$ cat config.mk
export PLATFORM = sky130hd
export DESIGN_NAME = pipeline_stall_ctrl
export DESIGN_NICKNAME = d
export VERILOG_FILES = /design/src/rtl/pipeline_stall_ctrl_pkg.sv /design/src/rtl/pipeline_stall_ctrl_sat_counter.sv /design/src/rtl/pipeline_stall_ctrl.sv
export SDC_FILE = /design/constraint.sdc
export NUM_CORES = 1
export LEC_CHECK = 0
export ABC_CLOCK_PERIOD_IN_PS = 1650
export CAP_MARGIN = 20
export CORE_MARGIN = 5
export CORE_UTILIZATION = 49
export CTS_BUF_LIST = sky130_fd_sc_hd__clkbuf_8
export CTS_CLUSTER_SIZE = 10
export DETAILED_ROUTE_END_ITERATION = 10
export GPL_ROUTABILITY_DRIVEN = 0
export PLACE_DENSITY = 0.79
export SYNTH_ARGS = -nofsm -noshare
export SYNTH_HDL_FRONTEND = slang
export SYNTH_SLANG_ARGS = --single-unit
$ cat constraint.sdc
create_clock -name clk -period 1.65 [get_ports clk]
set_clock_uncertainty 0.05 [all_clocks]
set_input_delay 0.495 -clock clk [delete_from_list [all_inputs] [get_ports clk]]
set_output_delay 0.495 -clock clk [all_outputs]
set_load 0.02 [all_outputs]
$ cat src/rtl/pipeline_stall_ctrl_pkg.sv
// Shared definitions for the pipeline stall controller: FSM state codes and
// widths used by the hazard/flush control logic.
package pipeline_stall_ctrl_pkg;

  localparam int REG_FILE_ADDR_LEN = 5;
  localparam int STALL_STATE_W     = 2;

  typedef enum logic [STALL_STATE_W-1:0] {
    ST_RUN   = 2'd0,
    ST_HAZ   = 2'd1,
    ST_MEM   = 2'd2,
    ST_FLUSH = 2'd3
  } stall_state_e;

endpackage

$ cat src/rtl/pipeline_stall_ctrl_sat_counter.sv
// Up-counter that sticks at its all-ones value; clear wins over increment.
module sat_counter #(
  parameter int W = 8
) (
  input  logic         clk,
  input  logic         rst,
  input  logic         clr,
  input  logic         inc,
  output logic [W-1:0] q
);

  localparam logic [W-1:0] MAX = '1;

  function automatic logic [W-1:0] sat_inc(input logic [W-1:0] v);
    return (v == MAX) ? v : v + W'(1);
  endfunction

  always_ff @(posedge clk or negedge rst) begin
    if (!rst) begin
      q <= '0;
    end else if (clr) begin
      q <= '0;
    end else if (inc) begin
      q <= sat_inc(q);
    end
  end

endmodule

$ cat src/rtl/pipeline_stall_ctrl.sv
// Zero-latency freeze/flush/bubble generator for the 5-stage pipeline, with an
// observational stall FSM, a stall watchdog and saturating perf counters.
module pipeline_stall_ctrl
  import pipeline_stall_ctrl_pkg::*;
#(
  parameter int CNT_W    = 16,
  parameter int WDOG_MAX = 64
) (
  input  logic                     clk,
  input  logic                     rst,
  input  logic                     hazard_detected,
  input  logic                     branch_taken,
  input  logic                     mem_busy,
  input  logic                     cnt_clear,
  output logic                     pc_freeze,
  output logic                     if_id_freeze,
  output logic                     if_id_flush,
  output logic                     id_exe_bubble,
  output logic                     exe_mem_freeze,
  output logic                     mem_wb_bubble,
  output logic [STALL_STATE_W-1:0] stall_state,
  output logic [CNT_W-1:0]         stall_cycles,
  output logic [CNT_W-1:0]         mem_wait_cycles,
  output logic [CNT_W-1:0]         flush_count,
  output logic                     stall_timeout
);

  localparam int                WDOG_W    = $clog2(WDOG_MAX + 1);
  localparam logic [WDOG_W-1:0] WDOG_LAST = WDOG_W'(WDOG_MAX - 1);

  stall_state_e      state_p1;
  stall_state_e      next_p0;
  logic              wdog_inc;
  logic [WDOG_W-1:0] wdog_q;

  // Stage p0: priority resolution of this cycle's inputs (mem > hazard > branch)
  always_comb begin
    pc_freeze      = 1'b0;
    if_id_freeze   = 1'b0;
    if_id_flush    = 1'b0;
    id_exe_bubble  = 1'b0;
    exe_mem_freeze = 1'b0;
    mem_wb_bubble  = 1'b0;
    next_p0        = ST_RUN;
    if (mem_busy) begin
      pc_freeze      = 1'b1;
      if_id_freeze   = 1'b1;
      exe_mem_freeze = 1'b1;
      mem_wb_bubble  = 1'b1;
      next_p0        = ST_MEM;
    end else if (hazard_detected) begin
      pc_freeze      = 1'b1;
      if_id_freeze   = 1'b1;
      id_exe_bubble  = 1'b1;
      next_p0        = ST_HAZ;
    end else if (branch_taken) begin
      if_id_flush    = 1'b1;
      next_p0        = ST_FLUSH;
    end
  end

  // Stage p1: registered state, counters and watchdog
  always_ff @(posedge clk or negedge rst) begin
    if (!rst) begin
      state_p1 <= ST_RUN;
    end else begin
      state_p1 <= next_p0;
    end
  end

  assign stall_state = state_p1;

  sat_counter #(.W(CNT_W)) u_stall_cnt (
    .clk (clk), .rst (rst), .clr (cnt_clear),
    .inc (next_p0 == ST_HAZ), .q (stall_cycles)
  );

  sat_counter #(.W(CNT_W)) u_mem_cnt (
    .clk (clk), .rst (rst), .clr (cnt_clear),
    .inc (next_p0 == ST_MEM), .q (mem_wait_cycles)
  );

  sat_counter #(.W(CNT_W)) u_flush_cnt (
    .clk (clk), .rst (rst), .clr (cnt_clear),
    .inc (next_p0 == ST_FLUSH), .q (flush_count)
  );

  // Any RUN or FLUSH cycle breaks the run of consecutive stalls
  assign wdog_inc = (next_p0 == ST_HAZ) || (next_p0 == ST_MEM);

  sat_counter #(.W(WDOG_W)) u_wdog (
    .clk (clk), .rst (rst), .clr (cnt_clear || !wdog_inc),
    .inc (wdog_inc), .q (wdog_q)
  );

  // Flag rises on the same edge the watchdog count reaches WDOG_MAX
  always_ff @(posedge clk or negedge rst) begin
    if (!rst) begin
      stall_timeout <= 1'b0;
    end else if (cnt_clear) begin
      stall_timeout <= 1'b0;
    end else if (wdog_inc && (wdog_q >= WDOG_LAST)) begin
      stall_timeout <= 1'b1;
    end
  end

endmodule
* Word-level counts from Yosys, hierarchy flattened
Cells that the tools add are included.
Widths: inputs -> output; s select.
** Operators by class
- Mux-type cells :: 24
- Reduce and logical (&&, ||, !) cells :: 13
- Add/sub/neg operators :: 4
- Eq/ne operators :: 11
- $lt $le $gt $ge :: 1
** Operators with widths (count)
- $mux 16 :: 9
- $add 16x1->16 const B :: 3
- $eq 16x16->1 const B :: 3
- $mux 7 :: 3
- $reduce_bool 2->1 :: 5
- $mux 1 :: 9
- $reduce_and 2->1 :: 4
- $add 7x1->7 const B :: 1
- $eq 7x7->1 const B :: 1
- $ge 7x6->1 const B :: 1
- $mux 2 :: 3
- $ne 2x2->1 const B :: 3
- $eq 2x2->1 const B :: 2
- $eq 2x1->1 const B :: 1
- $logic_or 1x1->1 :: 2
- $ne 2x1->1 const B :: 1
- $logic_and 1x1->1 :: 1
- $logic_not 1->1 :: 1
** Storage, ports and cells
- Input port bits :: 6
- Register bits :: 58

* Depth between registers and ports, before layout
- Depth after elaboration :: 9
- Mapped depth :: 8
- Depth with buffers taken out :: 8

* Cells and area by module
Synthesis repeated with hierarchy kept, for this count alone.
** Second synthesis, totals
- Cells, all modules :: 335
- Area total of the unflattened synthesis :: 3290.7 um2
** By module, submodules not included
- sat_counter (u_flush_cnt ...) :: area an instance 904.6 um2, times used 3, cells an instance 92, sequential area each 400.4 um2
- sat_counter (u_wdog) :: area an instance 335.3 um2, times used 1, cells an instance 33, sequential area each 175.2 um2
- pipeline_stall_ctrl :: area an instance 241.5 um2, times used 1, cells an instance 26, sequential area each 75.1 um2

* Worst setup path before layout
Ideal clock, no wire load.
- Kind :: input-to-reg
- From :: in mem_busy
- To :: reg u_stall_cnt.q[11]
- Setup time :: 0.125 ns
- Buffers on the path :: 1
- Path slack :: -0.470 ns
- Stages :: 6
- Data arrival time :: 1.946 ns
- Cells stage by stage :: clkbuf_1 -> a21oi_1 -> ha_1 -> nand3_1 -> nor4_1 -> mux2_2
** On the way
- Word-level cells in the longest chain between the ends :: 4
** Ends and longest elaborated chain
- start, declared :: RTL line pipeline_stall_ctrl.sv:13 : input logic mem_busy,
- $mux 2 :: RTL line pipeline_stall_ctrl.sv:45 : if (mem_busy) begin
- net next_p0[0] :: RTL line pipeline_stall_ctrl.sv:32 : stall_state_e next_p0;
- $eq 2x1->1 :: RTL line pipeline_stall_ctrl.sv:75 : .inc (next_p0 == ST_HAZ), .q (stall_cycles)
- $reduce_bool 2->1 (no line)
- $reduce_and 2->1 (no line)
- end signal, assigned :: RTL line pipeline_stall_ctrl_sat_counter.sv:24 : q <= sat_inc(q);
- end, declared :: RTL line pipeline_stall_ctrl_sat_counter.sv:9 : output logic [W-1:0] q
The timed path passes the listed nets, and every way through them passes these cells.
A chain may end at the register's enable or synchronous reset.

* Worst setup path in the final report
- From :: reg u_flush_cnt.q[1]
- To :: reg u_flush_cnt.q[13]
** On the way
- Word-level cells in the longest chain between the ends :: 4
- Elaborated cells on any way between the ends :: 7
** Ends and longest elaborated chain
- start, declared :: RTL line pipeline_stall_ctrl_sat_counter.sv:9
- start signal, assigned :: RTL line pipeline_stall_ctrl_sat_counter.sv:24
- $add 16x1->16 :: RTL line pipeline_stall_ctrl_sat_counter.sv:15 : return (v == MAX) ? v : v + W'(1);
- $mux 16 :: RTL line pipeline_stall_ctrl_sat_counter.sv:15
- $mux 16 :: RTL line pipeline_stall_ctrl_sat_counter.sv:23 : end else if (inc) begin
- $mux 16 :: RTL line pipeline_stall_ctrl_sat_counter.sv:21 : end else if (clr) begin
Several ways; a longest one is shown, not always the timed one. The select of a mux whose other input is x is not followed.

==> flow_summary.json <==
{
  "cts_hold_repair.buffers": 0,
  "hold_viol": 0,
  "synth_enable_flop_cells": 0,
  "minimum_period_implied_by_the_final_worst_setup_slack_ps": 1970,
  "h-tree-depth": 3,
  "rsz0062_at_grt": "true",
  "buf_inv_on_cp": 2,
  "die_area_sq_mm": 0.00849,
  "maxSlewHeadroom_pct": 66.7,
  "achievable_clock_frequency_mhz": 509,
  "most_frequently_used_flop_master_after_synthesis": "sky130_fd_sc_hd__dfrtp_1",
  "grt_pass1_vias": 3831,
  "number_of_distinct_standard_cells_referenced_by_the_synthesized_netlist": 47,
  "hpwl_microns": 7000,
  "worstPathArrival_ps": 2180,
  "placed_cell_area_sq_mm": 0.00478,
  "violations_in_the_final_reports": "negative setup slack",
  "grt_start_max_net_pins": 29,
  "global_route.overflow_total": 0,
  "final_nets": 553,
  "nFillCells": 334,
  "drt_pass1_iterations": 5,
  "tritoncts": "done",
  "detail_route.vias_per_cell": 6.57,
  "ys_warn_count": 0,
  "grt_first_pass_wirelength_microns": 18200,
  "critPathLaunchType": "flop",
  "power.static_leakage_uw": 0.00247,
  "initial_utilization_pct": 49.5,
  "worstSetupEndpointType": "flop",
  "tritoncts.num_buffers": 9,
  "worst_path_most_repeated_cell": "sky130_fd_sc_hd__buf_4",
  "worst_path_max_delay_cell": "sky130_fd_sc_hd__dfrtp_2",
  "irDropWorstVdd_mv": 0.472,
  "hp-class": "input pin to async pin",
  "drt.antenna.violating_nets": 0,
  "result_of_the_run": "finished, violations left",
  "grt.total_usage_pct": 26.7,
  "post_drt_wl_per_cell_microns": 22.1,
  "final-setup-viol-count": 31,
  "maxCapViolCount": 0,
  "critPathKind": "flop to flop",
  "layout.cell_area.non_filler_sq_mm": 0.00568,
  "multi_input_comb_area_sq_mm": 0.00231,
  "tightest_slew_ps": 497,
  "async_flop_share_pct": 100,
  "die_h_microns": 92.1,
  "crit_required_ps": 1870,
  "coreArea_sq_mm": 0.00668,
  "sequential_cell_area_sq_mm": 0.00150,
  "pin_count": 63,
  "place.port_buffers": 62,
  "timing.reg2reg.setup_slack_ps": -320,
  "ctsRootBufferMaster": "sky130_fd_sc_hd__clkbuf_8",
  "slew_violations": 0,
  "pwr_density_cell_mw_per_mm2": 601,
  "layout-drive-gt1-share_pct": 62.1,
  "synth.cell_area_sq_mm": 0.00330,
  "max_stage_delay_ps": 410,
  "crit_path_cell_trace": "ha_4 > nand4_1 > nor4_4 > buf_4 > buf_4 > o31ai_1 > a21oi_1",
  "critical-path-top-delay-family": "simple AND/OR/NAND/NOR gates",
  "rows": 30,
  "antenna_found_initial": 0,
  "worst_skew_pair.late_latency_ps": 350,
  "worstPathMaxFanout": 5,
  "die-width_microns": 92.1,
  "flow.area_growth_from_synthesis_pct": 71.9,
  "cts.sinks": 58,
  "vias": 4113,
  "drt_drc_violations_left": 0,
  "avgSynthCellArea_sq_um": 9.26,
  "post_syn_nets": 369,
  "clock_tree.buffer_depth": 2,
  "yosys_register_bits": 58,
  "clk_pin_slew_worst_setup_hold_paths_ps": 80,
  "timing.final.ws_setup_ps": -316,
  "drt-initial-drc-count": 439,
  "insertedDiodeCount": 0,
  "postRouteWirelength_microns": 13800,
  "setup-tns-final_ps": -4260,
  "synth_sequential_area_ratio_pct": 43.9,
  "final_min_period_over_clock_period_pct": 119,
  "netlist_instances": 357
}
[registers in the layout, summed over array words and instances (netlist names)]
| name | count |
|---|---|
| stall_state | 2 |
| stall_timeout | 1 |
| u_flush_cnt.q | 16 |
| u_mem_cnt.q | 16 |
| u_stall_cnt.q | 16 |
| u_wdog.q | 7 |
[cell usage after synthesis, types with 7 or more instances]
master,n,area [sq um]
sky130_fd_sc_hd__o31ai_1,20,150
sky130_fd_sc_hd__or3_1,7,43.8
sky130_fd_sc_hd__inv_1,15,56.3
sky130_fd_sc_hd__nand4_1,19,119
sky130_fd_sc_hd__nand2_1,22,82.6
sky130_fd_sc_hd__nor2b_1,9,56.3
sky130_fd_sc_hd__a21oi_1,32,160
sky130_fd_sc_hd__nand3_1,20,100
sky130_fd_sc_hd__nor3_1,7,35.0
sky130_fd_sc_hd__o21ai_0,13,65.1
sky130_fd_sc_hd__and4_1,7,61.3
sky130_fd_sc_hd__or4_1,18,135
sky130_fd_sc_hd__nor2_1,32,120
sky130_fd_sc_hd__dfrtp_1,58,1450
sky130_fd_sc_hd__and3_1,8,50.1
[layer usage]
metal	wire, microns	track usage, %	vias up
met5	0	0	-
met4	701	11.8	0
met3	1210	6.64	78
met2	6850	47.0	306
met1	5070	30.6	1997
li1	-	-	1732
[metrics by stage]
step	worst slack [ps]	hold WS, ps	power [uW]	cells	utilization (%)
2_1_floorplan	-309	149	1630	357	-
3_3_place_gp	-886	372	1780	571	71.5
5_1_grt	-405	10.2	3530	626	85.0
3_5_place_dp	-937	383	1790	571	71.5
4_1_cts	-142	11.0	3360	607	79.6
6_report	-316	0.218	3420	626	85.0
[cell families after synthesis]
family | count (synthesis) | synth area share, %
adder cells (fa/ha/maj) | 6 | 2.27
AND/OR/NAND/NOR | 165 | 28.3
flip-flops | 58 | 43.9
buffers and inverters | 28 | 3.67
multiplexers | 13 | 4.32
AO/OA/AOI/OAI | 83 | 16.5
XOR/XNOR | 4 | 1.06
[final cells by class]
type	count	share of cell area, %
repair buffers	185	25.7
inverters	16	1.23
multi-input cells	271	40.7
well taps	80	1.76
clock buffers	12	2.91
flip-flops and latches	58	26.4
clock inverters	4	1.28
[where the power goes]
| part | switching, uW | internal [uW] | total, uW |
|---|---|---|---|
| Sequential | 19.4 | 1440 | 1460 |
| Clock | 633 | 972 | 1610 |
| Combinational | 199 | 152 | 351 |
[what timing repair did]
item,CTS,global route
pin swaps,37,33
endpoints found under the setup margin,107,76
setup buffers,18,21
gates resized for setup,267,99
endpoints found under the hold margin,0,0
cloned,2,0
[worst paths after layout]
kind / start / end / cells past startpoint
worst min-delay path: rst / u_flush_cnt.q[13]$_DFFE_PN0P_ / 1
min in group clk: cnt_clear / u_mem_cnt.q[14]$_DFFE_PN0P_ / 2
max in group asynchronous: rst / u_flush_cnt.q[10]$_DFFE_PN0P_ / 2
worst max register to register: u_flush_cnt.q[1]$_DFFE_PN0P_ / u_flush_cnt.q[13]$_DFFE_PN0P_ / 7
worst min register to register: stall_timeout$_DFFE_PN0P_ / stall_timeout$_DFFE_PN0P_ / 2
worst max-delay path: u_flush_cnt.q[1]$_DFFE_PN0P_ / u_flush_cnt.q[13]$_DFFE_PN0P_ / 7
[cell usage in the layout, fill, tap and decap left out, types with 6 or more instances in the layout]
cell | netlist | layout
sky130_fd_sc_hd__buf_4 | 4 | 111
sky130_fd_sc_hd__dfrtp_2 | 0 | 38
sky130_fd_sc_hd__nor2_1 | 32 | 27
sky130_fd_sc_hd__buf_6 | 0 | 25
sky130_fd_sc_hd__buf_2 | 1 | 22
sky130_fd_sc_hd__a21oi_2 | 0 | 20
sky130_fd_sc_hd__dfrtp_1 | 58 | 20
sky130_fd_sc_hd__nand4_1 | 19 | 19
sky130_fd_sc_hd__nand2_1 | 22 | 18
sky130_fd_sc_hd__or4_4 | 1 | 15
sky130_fd_sc_hd__clkbuf_2 | 0 | 13
sky130_fd_sc_hd__nand3_1 | 20 | 12
sky130_fd_sc_hd__clkbuf_8 | 0 | 12
sky130_fd_sc_hd__a21oi_1 | 32 | 11
sky130_fd_sc_hd__o31ai_1 | 20 | 11
sky130_fd_sc_hd__inv_1 | 15 | 10
sky130_fd_sc_hd__o21ai_0 | 13 | 9
sky130_fd_sc_hd__nor2b_1 | 9 | 8
sky130_fd_sc_hd__clkdlybuf4s15_2 | 0 | 7
sky130_fd_sc_hd__mux2i_1 | 6 | 6
sky130_fd_sc_hd__nor4_4 | 0 | 6
sky130_fd_sc_hd__nor3_1 | 7 | 6
sky130_fd_sc_hd__mux2_4 | 1 | 6
Note: power is estimated with default switching activity, not from simulation.
